## src/rtl/biriscv_inst_encoder_if.sv

```systemverilog
// Request/issue bus of the instruction encoder: field-level requests in,
// encoded RV32IM opcodes out over a valid/accept handshake.
interface biriscv_inst_encoder_if;
    logic        req_valid_i;
    logic        req_ready_o;
    logic [3:0]  req_op_i;
    logic [4:0]  req_rd_i;
    logic [4:0]  req_rs1_i;
    logic [4:0]  req_rs2_i;
    logic [31:0] req_imm_i;
    logic        inst_valid_o;
    logic        inst_accept_i;
    logic [31:0] inst_opcode_o;
    logic        inst_last_o;

    modport master (
        output req_valid_i, req_op_i, req_rd_i, req_rs1_i, req_rs2_i, req_imm_i,
        output inst_accept_i,
        input  req_ready_o, inst_valid_o, inst_opcode_o, inst_last_o
    );

    modport slave (
        input  req_valid_i, req_op_i, req_rd_i, req_rs1_i, req_rs2_i, req_imm_i,
        input  inst_accept_i,
        output req_ready_o, inst_valid_o, inst_opcode_o, inst_last_o
    );
endinterface

```

## src/rtl/biriscv_inst_encoder.sv

```systemverilog
// Field-level request -> RV32IM opcode encoder with an output FIFO; the LI
// pseudo-op expands to LUI+ADDI when the immediate does not fit in 12 bits.
module biriscv_inst_encoder #(
    parameter int DEPTH = 4
) (
    input  logic                  clk_i,
    input  logic                  rst_i,
    input  logic                  flush_i,
    biriscv_inst_encoder_if.slave bus,
    output logic                  busy_o,
    output logic                  err_o
);
    localparam int AW = (DEPTH > 1) ? $clog2(DEPTH) : 1;
    localparam logic [6:0] OPC_OPIMM = 7'b0010011;
    localparam logic [6:0] OPC_LUI   = 7'b0110111;

    typedef enum logic {IDLE, EXPAND} state_t;

    state_t          state_q, state_d;
    logic [AW-1:0]   wr_ptr_q, wr_ptr_d, rd_ptr_q, rd_ptr_d;
    logic [AW:0]     count_q, count_d;
    logic            err_q, err_d;
    logic [32:0]     mem_q [DEPTH];
    logic [4:0]      exp_rd_q, exp_rd_d;
    logic [11:0]     exp_lo_q, exp_lo_d;
    logic            full, empty, req_ready, accept, push, pop, push_last;
    logic [31:0]     push_op;
    logic signed [31:0] imm_s;
    logic [19:0]     li_hi;
    logic            li_fits;

    function automatic logic [31:0] enc_i(input logic [11:0] imm, input logic [4:0] rs1,
                                          input logic [2:0] f3, input logic [4:0] rd,
                                          input logic [6:0] opc);
        return {imm, rs1, f3, rd, opc};
    endfunction

    function automatic logic [31:0] enc_op(input logic [3:0] op, input logic [4:0] rd,
                                           input logic [4:0] rs1, input logic [4:0] rs2,
                                           input logic [31:0] imm);
        case (op)
            4'd0:    return enc_i(imm[11:0], rs1, 3'b000, rd, OPC_OPIMM);
            4'd1:    return enc_i(imm[11:0], rs1, 3'b111, rd, OPC_OPIMM);
            4'd2:    return enc_i(imm[11:0], rs1, 3'b110, rd, OPC_OPIMM);
            4'd3:    return enc_i(imm[11:0], rs1, 3'b100, rd, OPC_OPIMM);
            4'd4:    return {7'b0000000, rs2, rs1, 3'b000, rd, 7'b0110011};
            4'd5:    return {7'b0100000, rs2, rs1, 3'b000, rd, 7'b0110011};
            4'd6:    return enc_i(imm[11:0], rs1, 3'b010, rd, 7'b0000011);
            4'd7:    return {imm[11:5], rs2, rs1, 3'b010, imm[4:0], 7'b0100011};
            4'd8:    return {imm[31:12], rd, OPC_LUI};
            4'd9:    return {imm[20], imm[10:1], imm[11], imm[19:12], rd, 7'b1101111};
            4'd10:   return {imm[12], imm[10:5], rs2, rs1, 3'b000, imm[4:1], imm[11], 7'b1100011};
            4'd12:   return enc_i(imm[11:0], rs1, 3'b001, rd, 7'b1110011);
            4'd13:   return 32'h00100073;
            default: return 32'h00000013;
        endcase
    endfunction

    assign full    = (count_q == (AW+1)'(DEPTH));
    assign empty   = (count_q == '0);
    assign imm_s   = $signed(bus.req_imm_i);
    assign li_fits = (imm_s >= -32'sd2048) && (imm_s <= 32'sd2047);
    // Rounding the upper part keeps the sign-extended ADDI low half correct.
    assign li_hi   = bus.req_imm_i[31:12] + {19'b0, bus.req_imm_i[11]};

    always_comb begin
        state_d   = state_q;
        wr_ptr_d  = wr_ptr_q;
        rd_ptr_d  = rd_ptr_q;
        count_d   = count_q;
        err_d     = 1'b0;
        exp_rd_d  = exp_rd_q;
        exp_lo_d  = exp_lo_q;
        push      = 1'b0;
        push_op   = '0;
        push_last = 1'b0;
        req_ready = (state_q == IDLE) && !full && !flush_i;
        accept    = bus.req_valid_i && req_ready;
        pop       = !empty && bus.inst_accept_i && !flush_i;

        if (state_q == EXPAND) begin
            if (!full) begin
                push      = 1'b1;
                push_op   = enc_i(exp_lo_q, exp_rd_q, 3'b000, exp_rd_q, OPC_OPIMM);
                push_last = 1'b1;
                state_d   = IDLE;
            end
        end else if (accept) begin
            if (bus.req_op_i == 4'd15) begin
                err_d = 1'b1;
            end else if (bus.req_op_i == 4'd11) begin
                push = 1'b1;
                if (li_fits) begin
                    push_op   = enc_i(bus.req_imm_i[11:0], 5'd0, 3'b000, bus.req_rd_i, OPC_OPIMM);
                    push_last = 1'b1;
                end else begin
                    push_op   = {li_hi, bus.req_rd_i, OPC_LUI};
                    push_last = (bus.req_imm_i[11:0] == 12'd0);
                    if (bus.req_imm_i[11:0] != 12'd0) begin
                        state_d  = EXPAND;
                        exp_rd_d = bus.req_rd_i;
                        exp_lo_d = bus.req_imm_i[11:0];
                    end
                end
            end else begin
                push      = 1'b1;
                push_op   = enc_op(bus.req_op_i, bus.req_rd_i, bus.req_rs1_i,
                                   bus.req_rs2_i, bus.req_imm_i);
                push_last = 1'b1;
            end
        end

        if (flush_i) begin
            state_d  = IDLE;
            push     = 1'b0;
            wr_ptr_d = '0;
            rd_ptr_d = '0;
            count_d  = '0;
        end else begin
            if (push) wr_ptr_d = wr_ptr_q + 1'b1;
            if (pop)  rd_ptr_d = rd_ptr_q + 1'b1;
            if (push && !pop)      count_d = count_q + 1'b1;
            else if (pop && !push) count_d = count_q - 1'b1;
        end
    end

    always_ff @(posedge clk_i or negedge rst_i) begin
        if (!rst_i) begin
            state_q  <= IDLE;
            wr_ptr_q <= '0;
            rd_ptr_q <= '0;
            count_q  <= '0;
            err_q    <= 1'b0;
        end else begin
            state_q  <= state_d;
            wr_ptr_q <= wr_ptr_d;
            rd_ptr_q <= rd_ptr_d;
            count_q  <= count_d;
            err_q    <= err_d;
        end
    end

    // Storage and expansion operands carry no reset; count/state qualify them.
    always_ff @(posedge clk_i) begin
        if (push) mem_q[wr_ptr_q] <= {push_last, push_op};
        exp_rd_q <= exp_rd_d;
        exp_lo_q <= exp_lo_d;
    end

    assign bus.req_ready_o   = req_ready;
    assign bus.inst_valid_o  = !empty;
    assign bus.inst_opcode_o = empty ? 32'd0 : mem_q[rd_ptr_q][31:0];
    assign bus.inst_last_o   = empty ? 1'b0 : mem_q[rd_ptr_q][32];
    assign busy_o            = !empty || (state_q == EXPAND);
    assign err_o             = err_q;
endmodule
```

## src/flat_wrapper.sv

```systemverilog
// flat-port wrapper written by rule: the top's interface ports become plain ports
module biriscv_inst_encoder_flat 
#(
    parameter int DEPTH = 4
)
  (clk_i, rst_i, flush_i, busy_o, err_o, bus_req_valid_i, bus_req_op_i, bus_req_rd_i, bus_req_rs1_i, bus_req_rs2_i, bus_req_imm_i, bus_inst_accept_i, bus_req_ready_o, bus_inst_valid_o, bus_inst_opcode_o, bus_inst_last_o);
  biriscv_inst_encoder_if bus_i ();
  input  logic clk_i;
  input  logic rst_i;
  input  logic flush_i;
  output logic busy_o;
  output logic err_o;
  input wire logic [$bits(bus_i.req_valid_i)-1:0] bus_req_valid_i;
  input wire logic [$bits(bus_i.req_op_i)-1:0] bus_req_op_i;
  input wire logic [$bits(bus_i.req_rd_i)-1:0] bus_req_rd_i;
  input wire logic [$bits(bus_i.req_rs1_i)-1:0] bus_req_rs1_i;
  input wire logic [$bits(bus_i.req_rs2_i)-1:0] bus_req_rs2_i;
  input wire logic [$bits(bus_i.req_imm_i)-1:0] bus_req_imm_i;
  input wire logic [$bits(bus_i.inst_accept_i)-1:0] bus_inst_accept_i;
  output wire logic [$bits(bus_i.req_ready_o)-1:0] bus_req_ready_o;
  output wire logic [$bits(bus_i.inst_valid_o)-1:0] bus_inst_valid_o;
  output wire logic [$bits(bus_i.inst_opcode_o)-1:0] bus_inst_opcode_o;
  output wire logic [$bits(bus_i.inst_last_o)-1:0] bus_inst_last_o;
  assign bus_i.req_valid_i = bus_req_valid_i;
  assign bus_i.req_op_i = bus_req_op_i;
  assign bus_i.req_rd_i = bus_req_rd_i;
  assign bus_i.req_rs1_i = bus_req_rs1_i;
  assign bus_i.req_rs2_i = bus_req_rs2_i;
  assign bus_i.req_imm_i = bus_req_imm_i;
  assign bus_i.inst_accept_i = bus_inst_accept_i;
  assign bus_req_ready_o = bus_i.req_ready_o;
  assign bus_inst_valid_o = bus_i.inst_valid_o;
  assign bus_inst_opcode_o = bus_i.inst_opcode_o;
  assign bus_inst_last_o = bus_i.inst_last_o;
  biriscv_inst_encoder #(.DEPTH(DEPTH)) u_core (.clk_i(clk_i), .rst_i(rst_i), .flush_i(flush_i), .bus(bus_i), .busy_o(busy_o), .err_o(err_o));
endmodule
```

## config.mk

```make
export PLATFORM = sky130hd
export DESIGN_NAME = biriscv_inst_encoder_flat
export DESIGN_NICKNAME = d
export VERILOG_FILES = /design/src/rtl/biriscv_inst_encoder_if.sv /design/src/rtl/biriscv_inst_encoder.sv /design/src/flat_wrapper.sv
export SDC_FILE = /design/constraint.sdc
export NUM_CORES = 1
export LEC_CHECK = 0
export BUFFER_PORTS_ARGS = -buffer_cell sky130_fd_sc_hd__clkbuf_2
export CAP_MARGIN = 20
export CORE_AREA = 2 2 123 125
export DETAILED_ROUTE_END_ITERATION = 6
export DIE_AREA = 0 0 125 127
export PLACE_DENSITY = 0.73
export SKIP_LAST_GASP = 1
export SLEW_MARGIN = 10
export SYNTH_ARGS = -nofsm -noshare
export SYNTH_HDL_FRONTEND = slang
export SYNTH_SLANG_ARGS = --single-unit
```

## constraint.sdc

```tcl
create_clock -name clk_i -period 3.53 [get_ports clk_i]
set_input_delay 0.353 -clock clk_i [delete_from_list [all_inputs] [get_ports clk_i]]
set_output_delay 0.353 -clock clk_i [all_outputs]
set_load 0.05 [all_outputs]
```

==> out/qor.yml, run 1 <==
pwr:
  vdd_drop_max_mv: 0.4710
  power_mw: 5.941
  seqPwrFrac_pct: 35.3
  pwr-share-comb_pct: 35.1
  sw_frac_of_total_pct: 36.59
  power.switching_mw: 2.174
  leakagePower_nw: 3.194
  p_int_mw: 3.767
  p_per_area_nw_per_um2: 656.1
  p_clk_share_pct: 29.5
status:
  status: "complete, but fails checks"
  violations: "DRC"
min_path:
  hold_path_class: "in -> reg"
  min_path_cells: 1
route:
  ant_nets: 0
  post-route-drc-count: 2
  vias: 5629
  wl_per_cell_um: 22.29
  drt-pass1-iter-count: 7
  first_iter_violations: 695
  routed_wl_um: 19880
  vias_per_cell: 6.311
global_route:
  grt_max_degree: 39
  grt_pass1_vias: 5472
  antenna_found_initial: 0
  grt-busiest-layer: "met2"
  grtUsageTotal_pct: 25.52
  grt_pass1_wl_um: 30960
  use_met2_pct: 41.11
  met3_usage_pct: 5.025
  grt-ovfl-total: 0
  grtUsageMet1_pct: 35.38
logic_synthesis:
  ys_top_cells_by_area: "edfxtp_1, mux4_2, and2_1"
  syn-num-nets: 674
  synthArstFlopShare_pct: 5.844
  ys.flop_type: "edfxtp_1"
  ys_warn_count: 0
  synth-edff-count: 145
  synthMostInstantiatedCell: "edfxtp_1"
  syn_avg_cell_area_sq_um: 12.83
  synthTopCellsByCount: "edfxtp_1, o21ai_0, nand2_1"
  yosysSeqAreaShare_pct: 58.41
  synth_top_cell_by_area: "edfxtp_1"
  synth_cell_types: 67
  synth_top_cell_area_share_pct: 55.54
  synthesis.area_sq_um: 7840
  ys_seq_elements: 154
  syn_inst: 611
worst_setup_path:
  cp.arrival_ns: 3.29
  crit_type: "reg -> reg"
  cp-end-kind: "flip-flop"
  startpoint_type: "flip-flop"
  cp_max_fo: 20
  worstPathRequired_ns: 3.82
  worstRegToRegCells: 10
floorplanning:
  die_h_um: 127
  placementRows: 44
  core_sq_um: 14420
  ios: 93
  die_w_um: 125
  start_util_pct: 54.35
  dieArea_sq_um: 15880
sta:
  fmax_mhz: 333.6
  skew_ns: 0.01468
  max_slew_margin_pct: 45.65
  maxSlewViolCount: 0
  layout_setup_ws_ns: 0.5322
  finalHoldViolCount: 0
  finalSetupTns_ns: 0
  tightest_slew_ns: 0.8153
  period_minus_slack_ns: 2.998
  rsz0062_at_grt: "false"
  post-route-period-util_pct: 84.92
  setup_viol: 0
  holdWs_ns: 0.1364
cells_and_area:
  final_util_pct: 62.78
  multi_input_area_sq_um: 3005
  nNetsFinal: 758
  drive_above_1_share_pct: 25.99
  seq_area_sq_um: 4581
  synthToLayoutAreaGrowth_pct: 15.50
  nFillCells: 1079
  n_antenna_cell: 0
place:
  dp_hpwl_um: 13590
  place_congestion: 0.9110
  pre_cts_ws_ns: 0.6779
  io_buffers: 92
clock_tree:
  path_clk_slew_ns: 0.06
  cts_hold_buf: 1
  clk_latency_ns: 0.42
  cts_sinks: 154
  cts_tree: "done"
  cts_resized: 0
  cts_buffers: 17
  cts_root_buf: "clkbuf_16"
  cts_max_path_buffers: 2
  post-cts-setup-buffers: 0
  htreeDepth: 4
run:
  maxCapViolCount: 0
cell families (layout without fill, tap and decap cells):
group / after synthesis / count (layout) / synth area share (%)
AO/OA/AOI/OAI: 140 / 140 / 11.86
XOR/XNOR: 20 / 20 / 2.234
adder cells (fa/ha/maj): 7 / 7 / 1.213
buffers and inverters: 59 / 156 / 3.256
flip-flops: 154 / 154 / 58.41
multiplexers: 35 / 35 / 9.591
AND/OR/NAND/NOR: 196 / 196 / 13.44
sequential cells by signal (all words and copies together) (netlist names):
register and count:
u_core.mem_q 128, u_core.exp_lo_q 12, u_core.exp_rd_q 5, u_core.count_q 3, u_core.rd_ptr_q 2, u_core.wr_ptr_q 2, u_core.err_o 1, u_core.state_q 1
power groups by stage:
stage | registers (mW) | clock network [mW] | logic [mW]
finish | 2.10 | 1.75 | 2.09
global route | 2.10 | 1.85 | 2.22
CTS | 2.10 | 1.77 | 2.08
detailed placement | 2.13 | 0 | 2.06
global placement | 2.13 | 0 | 2.02
floorplan | 2.13 | 0 | 1.59
per-layer routing:
metal  up-vias  part of all wire, %
li1       2539                    -
met3        26                  6.8
met2       283                   49
met1      2781                   43
met4         0                  2.1
met5         -                    0
placed cells by master (no fill, tap or decap), types with 6 or more instances in the layout:
cell	netlist	layout
edfxtp_1	145	145
clkbuf_2	1	92
o21ai_0	43	43
nand2_1	42	42
and2_1	38	38
nor2_1	37	37
mux4_2	32	32
a21oi_1	25	25
inv_1	17	17
clkbuf_16	0	17
nand3_1	15	15
nor3_1	12	12
a22oi_1	12	12
buf_4	1	12
xor2_1	10	10
xnor2_1	10	10
and3_1	9	9
nor4_1	8	8
dfrtp_1	9	8
nand4_1	7	7
a31oi_1	7	7
nand2b_1	6	6
a22o_1	6	6
ha_1	6	6
clkinv_4	0	6
layout make-up:
type | instances | area share [%]
Multi-Input combinational cell | 398 | 33.19
Timing Repair Buffer | 107 | 6.577
Clock buffer | 20 | 4.822
Sequential cell | 154 | 50.59
Tap cell | 184 | 2.542
Inverter | 17 | 0.7047
Clock inverter | 12 | 1.575
worst paths after layout:
kind,endpoint,startpoint,slack [ns]
worst max-delay path,u_core.count_q[2],u_core.count_q[0],0.53
worst min-delay path,u_core.exp_rd_q[0],bus_req_rd_i[0],0.14
worst max register to register,u_core.count_q[2],u_core.count_q[0],0.53
worst min register to register,u_core.count_q[1],u_core.count_q[1],0.63
max in group asynchronous,u_core.rd_ptr_q[0],rst_i,2.95
min in group asynchronous,u_core.state_q,rst_i,0.34
per-stage QoR:
step	cells	area (sq um)
2_1_floorplan	611	7840
6_report	892	9055
5_1_grt	892	9055
3_5_place_dp	858	8451
3_3_place_gp	858	8451
4_1_cts	891	9040
critical path: stages, from the launching register on:
cell	delay [ns]
dfrtp_1	0.40
or3b_1	0.45
and2_1	0.43
nand2b_1	0.26
buf_4	0.19
o21a_1	0.12
fa_1	0.38
and3_1	0.17
mux2i_1	0.18
xor2_1	0.21
nor2_1	0.07
(Power assumes the default switching activity.)
==> run 2, diff against run 1 <==
==> constraint.sdc (replaced) <==
create_clock -name clk_i -period 2.86 [get_ports clk_i]
set_input_delay 0.286 -clock clk_i [delete_from_list [all_inputs] [get_ports clk_i]]
set_output_delay 0.286 -clock clk_i [all_outputs]
set_load 0.05 [all_outputs]
==> run 2 against run 1 <==
- the run still ends with DRC left
- combinational power rose by 21%
- count of clock-buffer cells in the layout shrank 3
- first-iteration DRC count increased by 2.6%
- sequential share of layout area down 0.66 points
- via count is 1.9% higher
- flip-flop and latch count is the same
- worst hold slack lost 0.063 ns
- critical endpoint unchanged
- largest power group unchanged
==> out/qor.yml, run 2 (synthesis gave the netlist of run 1 again) <==
global_route:
  grt_pass1_wl_um: 30410  # was 30960 um
  grtUsageTotal_pct: 24.81  # was 25.52%
  antenna_found_initial: 0  # unchanged
  grt-ovfl-total: 0  # unchanged
  grt_max_degree: 38  # was 39
  grt_pass1_vias: 5599  # was 5472
pwr:
  vdd_drop_max_mv: 0.3427  # was 0.4710 mV
  seqPwrFrac_pct: 35.1  # was 35.3%
  p_int_mw: 4.616  # was 3.767 mW
  power_mw: 7.374  # was 5.941 mW
  p_per_area_nw_per_um2: 803.7  # was 656.1 nW/um^2
  sw_frac_of_total_pct: 37.40  # was 36.59%
  power.switching_mw: 2.758  # was 2.174 mW
  leakagePower_nw: 3.247  # was 3.194 nW
  p_clk_share_pct: 30.5  # was 29.5%
  pwr-share-comb_pct: 34.4  # was 35.1%
clock_tree:
  path_clk_slew_ns: 0.07  # was 0.06 ns
  cts_sinks: 154  # unchanged
  cts_tree: "done"  # unchanged
  cts_resized: 0  # unchanged
  post-cts-setup-buffers: 0  # unchanged
  cts_hold_buf: 1  # unchanged
  htreeDepth: 4  # unchanged
  cts_root_buf: "clkbuf_16"  # unchanged
  cts_max_path_buffers: 2  # unchanged
  cts_buffers: 17  # unchanged
  clk_latency_ns: 0.43  # was 0.42 ns
floorplanning:
  placementRows: 44  # unchanged
  core_sq_um: 14420  # unchanged
  start_util_pct: 54.35  # unchanged
  dieArea_sq_um: 15880  # unchanged
  die_w_um: 125  # unchanged
  ios: 93  # unchanged
  die_h_um: 127  # unchanged
sta:
  layout_setup_ws_ns: 0.4696  # was 0.5322 ns
  setup_viol: 0  # unchanged
  finalSetupTns_ns: 0  # unchanged
  max_slew_margin_pct: 55.19  # was 45.65%
  post-route-period-util_pct: 83.58  # was 84.92%
  tightest_slew_ns: 0.6670  # was 0.8153 ns
  fmax_mhz: 418.3  # was 333.6 MHz
  finalHoldViolCount: 0  # unchanged
  maxSlewViolCount: 0  # unchanged
  period_minus_slack_ns: 2.390  # was 2.998 ns
  skew_ns: 0.01676  # was 0.01468 ns
  rsz0062_at_grt: "false"  # unchanged
cells_and_area:
  nNetsFinal: 765  # was 758
  regMostFlops: "u_core.mem_q"  # unchanged
  synthToLayoutAreaGrowth_pct: 17.03  # was 15.50%
  mostFrequentLayoutCells: "edfxtp_1, clkbuf_2, o21ai_0, nand2_1, and2_1"  # unchanged
  n_antenna_cell: 0  # unchanged
  largest_reg_flops: 128  # unchanged
  final_common_cell: "edfxtp_1"  # unchanged
  drive_above_1_share_pct: 27.13  # was 25.99%
  largest_registers: "u_core.mem_q: 128 flops, u_core.exp_lo_q: 12 flops, u_core.exp_rd_q: 5 flops"  # unchanged
worst_setup_path:
  worstPathRequired_ns: 3.15  # was 3.82 ns
  cp_max_fo: 4  # was 20
  cp-end-kind: "flip-flop"  # unchanged
  crit_type: "reg -> reg"  # unchanged
  cp.arrival_ns: 2.68  # was 3.29 ns
  worst-r2r-setup-slack_ns: 0.47  # was 0.53 ns
  startpoint_type: "flip-flop"  # unchanged
place:
  dp_hpwl_um: 13060  # was 13590 um
  pre_cts_ws_ns: 0.2298  # was 0.6779 ns
  io_buffers: 92  # unchanged
  place_congestion: 0.9523  # was 0.9110
route:
  first_iter_violations: 713  # was 695
  vias: 5734  # was 5629
  post-route-drc-count: 11  # was 2
  routed_wl_um: 19620  # was 19880 um
  drt-pass1-iter-count: 7  # unchanged
  vias_per_cell: 6.378  # was 6.311
  wl_per_cell_um: 21.82  # was 22.29 um
  ant_nets: 0  # unchanged
status:
  status: "complete, but fails checks"  # unchanged
  violations: "DRC"  # unchanged
run:
  maxCapViolCount: 0  # unchanged
min_path:
  hold_path_class: "in -> reg"  # unchanged
run 2: cell count changes in the layout (fill, tap and decap cells not counted), sizes merged:
| cell | delta |
|---|---|
| buf | +7 |
| inv | +6 |
| clkinv | -4 |
| clkbuf | -3 |
| clkinvlp | +2 |
| bufinv | -1 |
run 2: final timing paths:
path                              startpoint                  to  cells past startpoint
max                        u_core.count_q[1]   u_core.count_q[2]                      9
max in group asynchronous              rst_i  u_core.rd_ptr_q[0]                      2
min in group asynchronous              rst_i  u_core.rd_ptr_q[1]                      2
max reg2reg                u_core.count_q[1]   u_core.count_q[2]                      9
min reg2reg                u_core.count_q[1]   u_core.count_q[1]                      2
min                          bus_req_rd_i[1]  u_core.exp_rd_q[1]                      1
run 2: cell type report:
type	instances	area, sq um
inverter	17	63.81
fill	1104	5249
multi-input combinational	398	3005
sequential	154	4581
clock buffer	17	425.4
timing repair buffer	114	690.7
clock inverter	15	178.9
tap	184	230.2
run 2: stage by stage:
step | hold WS (ns) | std cells | utilization (%) | instance area (sq um)
2_1_floorplan | -0.009591 | 611 | - | 7840
3_3_place_gp | 0.1565 | 866 | 59.35 | 8561
3_5_place_dp | 0.1599 | 866 | 59.35 | 8561
4_1_cts | 0.06001 | 899 | 63.61 | 9175
5_1_grt | 0.05644 | 899 | 63.61 | 9175
6_report | 0.07361 | 899 | 63.61 | 9175
run 2: layer usage:
layer	global-route usage (%)	up-vias	routed length [um]	share of wire (%)
li1	-	2557	-	-
met1	33.54	2827	8060	41
met2	40.82	305	9593	49
met3	4.648	45	1505	7.7
met4	8.889	0	460	2.3
met5	0	-	0	0
run 2: power groups by stage:
stage          Combinational, mW  Sequential, mW  Clock [mW]
2_1_floorplan               1.96            2.62           0
4_1_cts                     2.55            2.59        2.27
3_5_place_dp                2.54            2.64           0
5_1_grt                     2.69            2.60        2.37
3_3_place_gp                2.52            2.63           0
6_report                    2.53            2.59        2.25
run 2: worst max-delay path, stage by stage, from the launching register on:
cell	delay, ns
dfrtp_1	0.41
or3b_1	0.42
and2_1	0.19
nand2b_1	0.18
o21a_1	0.13
fa_1	0.39
and3_1	0.18
mux2i_1	0.15
xor2_1	0.16
nor2_1	0.05
==> run 3, diff against run 2 <==
--- a/config.mk
+++ b/config.mk
@@ -7,10 +7,10 @@
 export LEC_CHECK = 0
 export BUFFER_PORTS_ARGS = -buffer_cell sky130_fd_sc_hd__clkbuf_2
 export CAP_MARGIN = 20
-export CORE_AREA = 2 2 123 125
+export CORE_AREA = 2 2 125 127
 export DETAILED_ROUTE_END_ITERATION = 6
-export DIE_AREA = 0 0 125 127
-export PLACE_DENSITY = 0.73
+export DIE_AREA = 0 0 127 129
+export PLACE_DENSITY = 0.74
 export SKIP_LAST_GASP = 1
 export SLEW_MARGIN = 10
 export SYNTH_ARGS = -nofsm -noshare
==> constraint.sdc (replaced) <==
create_clock -name clk_i -period 2.1 [get_ports clk_i]
set_input_delay 0.21 -clock clk_i [delete_from_list [all_inputs] [get_ports clk_i]]
set_output_delay 0.21 -clock clk_i [all_outputs]
set_load 0.05 [all_outputs]
==> run 3 against run 2 <==
- the flow finishes with violations (setup timing)
- count of clock-buffer cells in the layout increased by 1
- worst setup slack got worse by 0.70 ns
- flip-flop and latch count unchanged
- fmax increased by 2.4%
- global-route usage increased by 0.57 points
- first-iteration DRC count decreased by 2.5%
- worst hold slack got worse by 0.046 ns
- sequential power increased by 36%
- clock power increased by 28%
- largest cell class unchanged
- largest power group is now combinational logic
==> out/qor.yml, run 3 (synthesis gave the netlist of run 1 again) <==
status:
  status: "complete, but fails checks"  # unchanged
  violations: "setup timing"  # was DRC
sta:
  layout_setup_ws_ns: -0.2341  # was 0.4696 ns
  tightest_slew_ns: 0.6338  # was 0.6670 ns
  finalHoldViolCount: 0  # unchanged
  post-route-period-util_pct: 111.1  # was 83.58%
  rsz0062_at_grt: "true"  # was false
  skew_ns: 0.008937  # was 0.01676 ns
  fmax_mhz: 428.4  # was 418.3 MHz
  maxSlewViolCount: 0  # unchanged
  max_slew_margin_pct: 57.30  # was 55.19%
  setup_viol: 65  # was 0
  period_minus_slack_ns: 2.334  # was 2.390 ns
route:
  vias: 6099  # was 5734
  drt-pass1-iter-count: 5  # was 7
  first_iter_violations: 695  # was 713
  ant_nets: 0  # unchanged
  post-route-drc-count: 0  # was 11
  wl_per_cell_um: 22.11  # was 21.82 um
  routed_wl_um: 21670  # was 19620 um
  vias_per_cell: 6.223  # was 6.378
pwr:
  sw_frac_of_total_pct: 35.18  # was 37.40%
  pwr-share-comb_pct: 47.0  # was 34.4%
  p_clk_share_pct: 23.8  # was 30.5%
  power_mw: 12.11  # was 7.374 mW
  p_per_area_nw_per_um2: 1155  # was 803.7 nW/um^2
  vdd_drop_max_mv: 0.5317  # was 0.3427 mV
  leakagePower_nw: 3.885  # was 3.247 nW
  power.switching_mw: 4.261  # was 2.758 mW
  p_int_mw: 7.852  # was 4.616 mW
  seqPwrFrac_pct: 29.2  # was 35.1%
worst_setup_path:
  cp_max_fo: 4  # unchanged
  worst-r2r-setup-slack_ns: -0.23  # was 0.47 ns
  cp-end-kind: "flip-flop"  # unchanged
  cpLargestDelayFamily: "simple AND/OR/NAND/NOR gates"  # unchanged
  cpPeakStageDelay_ns: 0.44  # was 0.42 ns
  cp.arrival_ns: 2.63  # was 2.68 ns
  crit_type: "reg -> reg"  # unchanged
  worstPathRequired_ns: 2.40  # was 3.15 ns
  cp_slowest_cell: "or3b_4"  # was or3b_1
  startpoint_type: "flip-flop"  # unchanged
  path_buf_inv: 0  # unchanged
  path_cells: "or3b_4, and2_4, nand2b_4, o21a_1, fa_2, and3_1, mux2i_1, xor2_1, nor2_1"  # was or3b_1, and2_1, nand2b_1, o21a_1, fa_1, and3_1, mux2i_1, xor2_1, nor2_1
floorplanning:
  start_util_pct: 52.35  # was 54.35%
  ios: 93  # unchanged
  dieArea_sq_um: 16380  # was 15880 sq um
  placementRows: 45  # was 44
  core_sq_um: 14980  # was 14420 sq um
  die_h_um: 129  # was 127 um
  die_w_um: 127  # was 125 um
cells_and_area:
  regMostFlops: "u_core.mem_q"  # unchanged
  drive_above_1_share_pct: 39.27  # was 27.13%
  n_antenna_cell: 0  # unchanged
  synthToLayoutAreaGrowth_pct: 33.80  # was 17.03%
  largest_reg_flops: 128  # unchanged
  largest_registers: "u_core.mem_q: 128 flops, u_core.exp_lo_q: 12 flops, u_core.exp_rd_q: 5 flops"  # unchanged
  stdcell_count: 980  # was 899
  mostFrequentLayoutCells: "edfxtp_1, buf_4, clkbuf_2, nand2_1, o21ai_0"  # was edfxtp_1, clkbuf_2, o21ai_0, nand2_1, and2_1
  final_common_cell: "edfxtp_1"  # unchanged
  nNetsFinal: 842  # was 765
clock_tree:
  htreeDepth: 4  # unchanged
  cts_sinks: 154  # unchanged
  cts_root_buf: "clkbuf_16"  # unchanged
  cts_max_path_buffers: 2  # unchanged
  cts_tree: "done"  # unchanged
  path_clk_slew_ns: 0.07  # about the same
  clk_latency_ns: 0.41  # was 0.43 ns
  cts_buffers: 17  # unchanged
run:
  maxCapViolCount: 0  # unchanged
global_route:
  grt_pass1_wl_um: 31660  # was 30410 um
  grt_max_degree: 39  # was 38
  grt-ovfl-total: 0  # unchanged
  antenna_found_initial: 0  # unchanged
  grtUsageTotal_pct: 25.37  # was 24.81%
  grt_pass1_vias: 5843  # was 5599
place:
  dp_hpwl_um: 13640  # was 13060 um
  io_buffers: 92  # unchanged
  dp.cells: 930  # was 866
  place_congestion: 0.9287  # was 0.9523
min_path:
  hold_path_class: "in -> reg"  # unchanged
[run 3: timing repair]
action / CTS / global route
hold buffers: 2 / 0
gates cloned: 2 / 4
buffers inserted: 4 / 6
hold endpoints to repair: 10 / 0
endpoints found under the setup margin: 68 / 213
pin swaps: 5 / 20
gates resized for setup: 83 / 68
[run 3: power groups by stage]
| stage | combinational [mW] | sequential, mW | clock, mW |
|---|---|---|---|
| CTS | 4.77 | 3.53 | 2.90 |
| global placement | 3.59 | 3.62 | 0 |
| finish | 5.70 | 3.53 | 2.88 |
| global route | 5.91 | 3.54 | 2.99 |
| detailed placement | 3.64 | 3.63 | 0 |
| floorplan | 2.69 | 3.57 | 0 |
[run 3: final cells by class]
cell class | instances | area, sq um
multi-input combinational | 398 | 3120
clock buffer | 18 | 429.2
fill | 998 | 4487
inverter | 17 | 63.81
timing repair buffer | 191 | 1931
tap | 188 | 235.2
clock inverter | 14 | 130.1
sequential | 154 | 4581
[run 3: layer usage]
metal	GRT usage [%]	part of all wire, %	vias to the layer above
li1	-	-	2715
met1	33.70	41	3027
met2	43.30	50	316
met3	4.324	6.6	41
met4	7.951	2.1	0
met5	0	0	-
[run 3: through the flow]
stage,cell area (sq um),util [%],setup TNS [ns],hold slack [ns],setup WS [ns]
6_report,10490,70.04,-4.959,0.02801,-0.2341
5_1_grt,10490,70.04,-11.39,0.01482,-0.2449
4_1_cts,10200,68.09,-4.793,0.007076,-0.1122
3_5_place_dp,9130,60.96,-6.218,0.08449,-0.1526
3_3_place_gp,9130,60.96,-1.152,0.08633,-0.07069
2_1_floorplan,7873,-,-13.08,-0.08559,-0.1378
[run 3: final timing paths]
path	start	endpoint	depth (start not counted)
worst max-delay path	u_core.count_q[1]	u_core.count_q[2]	9
max in group asynchronous	rst_i	u_core.rd_ptr_q[0]	2
worst min register to register	u_core.wr_ptr_q[0]	u_core.wr_ptr_q[0]	2
worst max register to register	u_core.count_q[1]	u_core.count_q[2]	9
worst min-delay path	bus_req_rd_i[1]	u_core.exp_rd_q[1]	1
min in group asynchronous	rst_i	u_core.wr_ptr_q[1]	2
